File: src/rtl/graph_pkg.sv
`default_nettype none
// ============================================================================
//  Module   : graph_pkg
//  Purpose  : Shared FSM state encoding and width-derivation helpers for the
//             breadth-first path search block.
//  Revision : 1.0  initial release
// ============================================================================
package graph_pkg;

    // Search controller states; values fixed so traces stay readable.
    typedef enum logic [2:0] {
        ST_IDLE  = 3'd0,
        ST_INIT  = 3'd1,
        ST_SWEEP = 3'd2,
        ST_EVAL  = 3'd3,
        ST_BACK  = 3'd4,
        ST_FIN   = 3'd5
    } state_t;

    // Bits needed to index n items; never less than one so ports stay legal.
    function automatic int bits_for(input int n);
        return (n > 1) ? $clog2(n) : 1;
    endfunction

endpackage
`default_nettype wire

File: src/rtl/graph_parent_ram.sv
`default_nettype none
// ============================================================================
//  Module   : graph_parent_ram
//  Purpose  : Per-node BFS parent storage (edge index + parent node) with one
//             write port, one asynchronous read port and per-entry valid bits
//             that can be cleared in a single cycle.
//  Revision : 1.0  initial release
// ============================================================================
module graph_parent_ram #(
    parameter int DEPTH = 64,
    parameter int AW    = 6,
    parameter int DW    = 17
) (
    input  logic          CLK,
    input  logic          RST_n,
    input  logic          clr,
    input  logic          we,
    input  logic [AW-1:0] waddr,
    input  logic [DW-1:0] wdata,
    input  logic [AW-1:0] raddr,
    output logic [DW-1:0] rdata,
    output logic          rvalid
);

    logic [DW-1:0]    mem [DEPTH];
    logic [DEPTH-1:0] valid;

    // Data array: plain write port, contents are qualified by the valid bits.
    always_ff @(posedge CLK) begin
        if (we) begin
            mem[waddr] <= wdata;
        end
    end

    // Valid bits: wiped on reset or at the start of every search.
    always_ff @(posedge CLK) begin
        if (!RST_n || clr) begin
            valid <= '0;
        end else if (we) begin
            valid[waddr] <= 1'b1;
        end
    end

    assign rdata  = mem[raddr];
    assign rvalid = valid[raddr];

endmodule
`default_nettype wire

File: src/rtl/graph_bfs_path.sv
`default_nettype none
// ============================================================================
//  Module   : graph_bfs_path
//  Purpose  : Level-synchronous BFS over an external edge table, followed by a
//             backward walk that streams the found path end-to-start.
//  Revision : 1.0  initial release
// ============================================================================
module graph_bfs_path
    import graph_pkg::*;
#(
    parameter  int NODES     = 64,
    parameter  int EDGES     = 1034,
    parameter  int MAX_LEVEL = 10,
    localparam int NID_W     = bits_for(NODES),
    localparam int EIDX_W    = bits_for(EDGES),
    localparam int LVL_W     = bits_for(MAX_LEVEL + 1)
) (
    input  logic              CLK,
    input  logic              RST_n,
    input  logic              start,
    input  logic [NID_W-1:0]  start_node,
    input  logic [NID_W-1:0]  end_node,
    input  logic [EDGES-1:0]  edge_mask,
    output logic              edge_rd,
    output logic [EIDX_W-1:0] edge_addr,
    input  logic [NID_W-1:0]  edge_a,
    input  logic [NID_W-1:0]  edge_b,
    output logic              busy,
    output logic              path_valid,
    input  logic              path_ready,
    output logic [EIDX_W-1:0] path_edge,
    output logic [NID_W-1:0]  path_node,
    output logic              done,
    output logic              found,
    output logic [LVL_W-1:0]  path_len
);

    localparam int             PAR_W    = EIDX_W + NID_W;
    localparam logic [NID_W:0]  NODE_LIM = (NID_W + 1)'(NODES);
    localparam logic [EIDX_W:0] CNT_LAST = (EIDX_W + 1)'(EDGES);
    localparam logic [LVL_W-1:0] LVL_MAX = LVL_W'(MAX_LEVEL);
    localparam logic [NODES-1:0] ONE_NODE = NODES'(1);

    state_t              state;
    logic [NID_W-1:0]    start_q;
    logic [NID_W-1:0]    end_q;
    logic [EDGES-1:0]    mask_q;
    logic [NODES-1:0]    visited;
    logic [NODES-1:0]    snap;
    logic [LVL_W-1:0]    level;
    logic [EIDX_W:0]     cnt;
    logic                rd_d;
    logic [EIDX_W-1:0]   idx_d;
    logic                added;
    logic [NID_W-1:0]    cur;

    logic                a_ok;
    logic                b_ok;
    logic                a_in_s;
    logic                b_in_s;
    logic                expand;
    logic [NID_W-1:0]    far_node;
    logic [NID_W-1:0]    near_node;
    logic [LVL_W-1:0]    lvl_nx;
    logic [PAR_W-1:0]    par_data;
    logic                par_vld;
    logic [EIDX_W-1:0]   par_edge;
    logic [NID_W-1:0]    par_node;

    assign lvl_nx   = level + 1'b1;
    assign par_edge = par_data[PAR_W-1:NID_W];
    assign par_node = par_data[NID_W-1:0];

    // Edge-table read sequencing: one index per SWEEP cycle, final cycle drains.
    always_comb begin
        edge_rd   = (state == ST_SWEEP) && (cnt < CNT_LAST);
        edge_addr = edge_rd ? cnt[EIDX_W-1:0] : '0;
    end

    // Status and path-stream outputs decoded from state and parent lookup.
    always_comb begin
        busy       = (state != ST_IDLE);
        done       = (state == ST_FIN);
        path_valid = (state == ST_BACK) && par_vld;
        path_edge  = path_valid ? par_edge : '0;
        path_node  = path_valid ? cur : '0;
    end

    // Remember which edge index the returning table data belongs to.
    always_ff @(posedge CLK) begin
        if (!RST_n) begin
            rd_d  <= 1'b0;
            idx_d <= '0;
        end else begin
            rd_d  <= edge_rd;
            idx_d <= edge_addr;
        end
    end

    // Expansion test: exactly one endpoint on the frontier, other one unseen.
    always_comb begin
        a_ok      = ({1'b0, edge_a} < NODE_LIM);
        b_ok      = ({1'b0, edge_b} < NODE_LIM);
        a_in_s    = a_ok && snap[edge_a];
        b_in_s    = b_ok && snap[edge_b];
        expand    = 1'b0;
        far_node  = '0;
        near_node = '0;
        if ((state == ST_SWEEP) && rd_d && !mask_q[idx_d] && a_ok && b_ok) begin
            if (a_in_s && !b_in_s && !visited[edge_b]) begin
                expand    = 1'b1;
                far_node  = edge_b;
                near_node = edge_a;
            end else if (b_in_s && !a_in_s && !visited[edge_a]) begin
                expand    = 1'b1;
                far_node  = edge_a;
                near_node = edge_b;
            end
        end
    end

    graph_parent_ram #(
        .DEPTH (NODES),
        .AW    (NID_W),
        .DW    (PAR_W)
    ) u_parent (
        .CLK    (CLK),
        .RST_n  (RST_n),
        .clr    (state == ST_INIT),
        .we     (expand),
        .waddr  (far_node),
        .wdata  ({idx_d, near_node}),
        .raddr  (cur),
        .rdata  (par_data),
        .rvalid (par_vld)
    );

    // Search controller: frontier sweeps, level decision, backward walk.
    always_ff @(posedge CLK) begin
        if (!RST_n) begin
            state    <= ST_IDLE;
            start_q  <= '0;
            end_q    <= '0;
            mask_q   <= '0;
            visited  <= '0;
            snap     <= '0;
            level    <= '0;
            cnt      <= '0;
            added    <= 1'b0;
            cur      <= '0;
            found    <= 1'b0;
            path_len <= '0;
        end else begin
            case (state)
                ST_IDLE: begin
                    if (start) begin
                        start_q  <= start_node;
                        end_q    <= end_node;
                        mask_q   <= edge_mask;
                        found    <= 1'b0;
                        path_len <= '0;
                        state    <= ST_INIT;
                    end
                end
                ST_INIT: begin
                    visited <= ONE_NODE << start_q;
                    snap    <= ONE_NODE << start_q;
                    level   <= '0;
                    cnt     <= '0;
                    added   <= 1'b0;
                    if (start_q == end_q) begin
                        found    <= 1'b1;
                        path_len <= '0;
                        state    <= ST_FIN;
                    end else begin
                        state <= ST_SWEEP;
                    end
                end
                ST_SWEEP: begin
                    if (expand) begin
                        visited[far_node] <= 1'b1;
                        added             <= 1'b1;
                    end
                    if (cnt == CNT_LAST) begin
                        state <= ST_EVAL;
                    end else begin
                        cnt <= cnt + 1'b1;
                    end
                end
                ST_EVAL: begin
                    if (visited[end_q]) begin
                        cur   <= end_q;
                        state <= ST_BACK;
                    end else if (!added || (lvl_nx == LVL_MAX)) begin
                        found <= 1'b0;
                        state <= ST_FIN;
                    end else begin
                        level <= lvl_nx;
                        snap  <= visited;
                        cnt   <= '0;
                        added <= 1'b0;
                        state <= ST_SWEEP;
                    end
                end
                ST_BACK: begin
                    if (path_valid && path_ready) begin
                        cur <= par_node;
                        if (par_node == start_q) begin
                            found    <= 1'b1;
                            path_len <= lvl_nx;
                            state    <= ST_FIN;
                        end
                    end
                end
                ST_FIN: begin
                    state <= ST_IDLE;
                end
                default: begin
                    state <= ST_IDLE;
                end
            endcase
        end
    end

endmodule
`default_nettype wire

File: config.mk
export PLATFORM = sky130hd
export DESIGN_NAME = graph_bfs_path
export DESIGN_NICKNAME = d
export VERILOG_FILES = /design/src/rtl/graph_pkg.sv /design/src/rtl/graph_parent_ram.sv /design/src/rtl/graph_bfs_path.sv
export SDC_FILE = /design/constraint.sdc
export NUM_CORES = 2
export LEC_CHECK = 0
export ABC_AREA = 1
export CAP_MARGIN = 20
export CORE_ASPECT_RATIO = 1.25
export CORE_MARGIN = 3
export CORE_UTILIZATION = 49
export CTS_BUF_LIST = sky130_fd_sc_hd__clkbuf_4
export DETAILED_ROUTE_END_ITERATION = 6
export PLACE_DENSITY = 0.76
export SLEW_MARGIN = 20
export SYNTH_ARGS = -nofsm -noshare
export SYNTH_HDL_FRONTEND = slang
export SYNTH_SLANG_ARGS = --single-unit
File: constraint.sdc
create_clock -name CLK -period 4.6 [get_ports CLK]
set_input_delay 0.92 -clock CLK [delete_from_list [all_inputs] [get_ports CLK]]
set_output_delay 0.92 -clock CLK [all_outputs]
set_load 0.005 [all_outputs]
==> impl_metrics.env <==
export IMPL_status="finished with violations"
export IMPL_violations="DRC, setup timing"
export IMPL_netlist_instances=12276
export IMPL_routedWlPerCell_um=23.6
export IMPL_core_area_um2=210000
export IMPL_ff2ff_path_depth=22
export IMPL_cap_violations=0
export IMPL_multi_input_area_um2=37300
export IMPL_p_sw_w=0.0215
export IMPL_p_sw_share_pct=34.7
export IMPL_whs_path_depth=3
export IMPL_via_per_inst=5.76
export IMPL_ys_warnings_count=0
export IMPL_num_io_pins=1099
export IMPL_grtUsageTotal_pct=35.1
export IMPL_synth_adder_area_share_pct=0.0482
export IMPL_firstDrtPassIters=7
export IMPL_cts_sinks=2375
export IMPL_clockRootBuffer="clkbuf_4"
export IMPL_fmax_mhz=201
export IMPL_die_w_um=418
export IMPL_hold_path_endpoint="mask_q[934]$_SDFFE_PN0P_"
export IMPL_syn_num_nets=13342
export IMPL_clockBufferDepth=4
export IMPL_synth_async_reset_ratio_pct=0
export IMPL_worst_slack_ps=-382
export IMPL_ant_nets=0
export IMPL_worst_setup_path_type="reg2out"
export IMPL_relSlewSlack_pct=28.0
export IMPL_final_cells=16850
export IMPL_place_gp_congestion=1.00
export IMPL_synth_main_ff_cell="dfxtp_1"
export IMPL_worst_pin_slew_ps=1070
export IMPL_hold_slack_ps=115
export IMPL_period_minus_slack_ps=4980
export IMPL_drc=2
export IMPL_dp_cells=15679
export IMPL_seqPwrFrac_pct=45.0
export IMPL_rsz0062_at_grt="yes"
export IMPL_yosysTopAreaCell="edfxtp_1"
export IMPL_cp_max_fo=30
export IMPL_drt_wl_total_um=397000
export IMPL_synth_edf_count=1088
export IMPL_nFillCells=17686
export IMPL_synth_area_um2=104000
export IMPL_seq_area_frac_synth_pct=56.3
export IMPL_p_int_w=0.0404
export IMPL_synthSimpleGateAreaFrac_pct=15.0
export IMPL_final_seq_area_um2=58500
export IMPL_fin_skew_ps=157
export IMPL_report_final_setup_viol=17
export IMPL_rows=188
export IMPL_synth_xor_area_share_pct=0.0760
export IMPL_synthMuxAreaShare_pct=0
export IMPL_synth_compound_area_share_pct=20.2
export IMPL_rrSetupSlack_ps=320
export IMPL_p_leak_nw=50.6
export IMPL_rr_startpoint="idx_d[0]$_SDFF_PN0_"
export IMPL_fin_crit_sh_pct=108
export IMPL_drv_slew=0
export IMPL_fp_dieArea_um2=217000
export IMPL_vdd_ir_drop_max_uv=398
export IMPL_postSynthAreaPerCell_um2=8.45
export IMPL_io_buffers=1098
export IMPL_nets=14723
export IMPL_p_clk_share_pct=28.9
export IMPL_die_height_um=520
export IMPL_grt_pass1_wl_um=577000
export IMPL_vias=97071
export IMPL_synth_seq_cells=2375
export IMPL_start_util_pct=49.3
export IMPL_synthTopCellsByArea="edfxtp_1 (31%), dfxtp_1 (25%), a21oi_1 (8.5%), o21ai_0 (8.5%), nand2_1 (7.3%)"
export IMPL_grt_pass1_vias=92344
export IMPL_drt_initial_drc_count=11087
export IMPL_r2r_end="u_parent.mem[4][2]$_DFFE_PP_"
export IMPL_crit_arrival_ps=4060
export IMPL_drive_gt1_share_pct=11.9
export IMPL_finalHoldViolCount=0
export IMPL_worstHoldStart="edge_mask[934]"
export IMPL_syn2layout_area_growth_pct=25.2
export IMPL_p_per_area_nw_per_um2=476
export IMPL_hold_class="in2reg"
export IMPL_grt_max_degree=193
export IMPL_dp_hpwl_um=272000
export IMPL_yosysTopAreaCellShare_pct=31.5
export IMPL_clk_pin_slew_ps=60
export IMPL_synthDistinctLibCells=46
export IMPL_numCtsBuffers=600
export IMPL_crit_path_end_kind="primary output"
export IMPL_grt_antenna_before_repair=50
export IMPL_cts_htree_levels=6
export IMPL_startpoint_type="register"
export IMPL_clock_latency_ps=1480
export IMPL_overflow=0
export IMPL_synth_top_family_by_area="compound AO/OA/AOI/OAI gates"
export IMPL_cts_tree="yes"
export IMPL_pwr_share_comb_pct=26.1
export IMPL_cp_required_ps=3680
[registers in the layout, summed over array words and instances, names as in the netlist, named ones only]
| signal | count |
|---|---|
| start_q | 6 |
| mask_q | 1034 |
| added | 1 |
| cur | 6 |
| u_parent.valid | 64 |
| found | 1 |
| path_len | 4 |
| u_parent.mem | 1088 |
| snap | 64 |
| end_q | 6 |
| state | 3 |
| visited | 64 |
| rd_d | 1 |
| level | 4 |
| idx_d | 11 |
| cnt | 12 |
[cell type report]
type / count / share of cell area, %
sequential: 2375 / 45.0
multi-input combinational: 7709 / 28.7
timing repair buffer: 1748 / 14.3
clock buffer: 864 / 4.99
inverter: 1220 / 3.58
tap: 2755 / 2.65
clock inverter: 130 / 0.673
antenna: 46 / 0.0886
timing repair inverter: 3 / 0.0202
[how the worst max path moves through the flow]
| stage | from | end | slack, ps |
|---|---|---|---|
| 5_1_grt | cur[1]$_SDFFE_PN0P_ | path_edge[6] | -510 |
| 4_1_cts | cur[1]$_SDFFE_PN0P_ | path_node[0] | -410 |
| 3_3_place_gp | idx_d[0]$_SDFF_PN0_ | u_parent.mem[4][14]$_DFFE_PP_ | -370 |
| 2_1_floorplan | idx_d[1]$_SDFF_PN0_ | u_parent.mem[0][1]$_DFFE_PP_ | -530 |
| 3_5_place_dp | cur[0]$_SDFFE_PN0P_ | path_edge[6] | 30 |
| 6_report | register | path_edge[2] | -380 |
[metal layers]
layer,GRT usage (%),vias up,routed length (um)
met5,0,-,73
li1,-,45029,-
met1,41.9,45135,145000
met4,24.3,12,29700
met2,57.3,5611,188000
met3,6.84,1284,34600
[per-stage QoR]
step	util, %	power [W]	instance area, um^2	setup WS (ps)	setup TNS (ps)
after floorplan	-	0.0375	104000	-528	-183370
after global placement	57.1	0.0433	120000	-373	-175540
after detailed placement	57.1	0.0436	120000	26.6	0
after CTS	61.7	0.0617	130000	-406	-6050
after global routing	61.8	0.0652	130000	-515	-7680
final	61.8	0.0619	130000	-382	-4560
[layout by cell type (no fill, tap or decap), types with 20 or more instances in the layout]
| master | n |
|---|---|
| buf_2 | 20 |
| nor2_1 | 613 |
| buf_4 | 372 |
| clkbuf_4 | 864 |
| a221oi_1 | 74 |
| dlygate4sd3_1 | 75 |
| buf_6 | 26 |
| o221ai_1 | 36 |
| nor2_2 | 20 |
| o21ai_1 | 81 |
| a21oi_1 | 1747 |
| o22ai_1 | 116 |
| dfxtp_1 | 1268 |
| diode_2 | 46 |
| clkdlybuf4s50_1 | 1069 |
| edfxtp_1 | 1088 |
| a32o_1 | 77 |
| buf_12 | 154 |
| clkinv_1 | 92 |
| inv_2 | 29 |
| nand3_1 | 1060 |
| o21ai_0 | 1711 |
| nand2_1 | 1997 |
| inv_1 | 1185 |
[cells by family (layout without fill, tap and decap cells)]
family / count (synthesis) / count (layout)
fa+ha+maj: 4 / 4
xor+xnor: 9 / 9
compound gates: 3947 / 3947
flops: 2375 / 2375
buf+inv: 2192 / 3965
other cells: 0 / 46
simple gates: 3749 / 3749
[critical path: stages (launching register included)]
cell,delay [ps]
dfxtp_2,330
inv_2,590
buf_4,430
o21ai_0,200
o221ai_2,380
nand2_1,200
o21ai_4,190
a21oi_4,70
buf_2,180
[Yosys cell counts, types with 4 or more instances]
cell type  count
nor3_1         5
buf_6         11
xor2_1         7
o221ai_1      44
a311oi_1      10
edfxtp_1    1088
nor2_1       627
a221oi_1      89
inv_2         13
a21oi_1     1759
clkbuf_1     689
nand2_1     2005
ha_1           4
a211oi_1       5
o21ai_0     1753
nor4_1         5
clkinv_1      12
o21ai_1       49
o22ai_1      118
nand3_1     1066
o211ai_1      13
buf_2        180
nor2_2        16
buf_4         27
dfxtp_1     1287
a31oi_1       17
buf_1         65
nand4_1       12
a32o_1        78
inv_1       1195
[power groups by stage]
stage	Combinational, W	Clock [W]	Sequential, W
CTS	0.0159	0.0180	0.0277
finish	0.0162	0.0179	0.0278
floorplan	0.0103	0	0.0272
detailed placement	0.0155	0	0.0281
global placement	0.0152	0	0.0281
global route	0.0179	0.0192	0.0281
[timing repair]
action / 4_1_cts / 5_1_grt
setup buffers: 37 / 2
hold endpoints to repair: 90 / 0
gates cloned: 19 / 0
resized for setup: 242 / 38
endpoints found under the setup margin: 29 / 124
pin swaps: 25 / 15
hold buffers: 75 / 0
(Power assumes the default switching activity.)
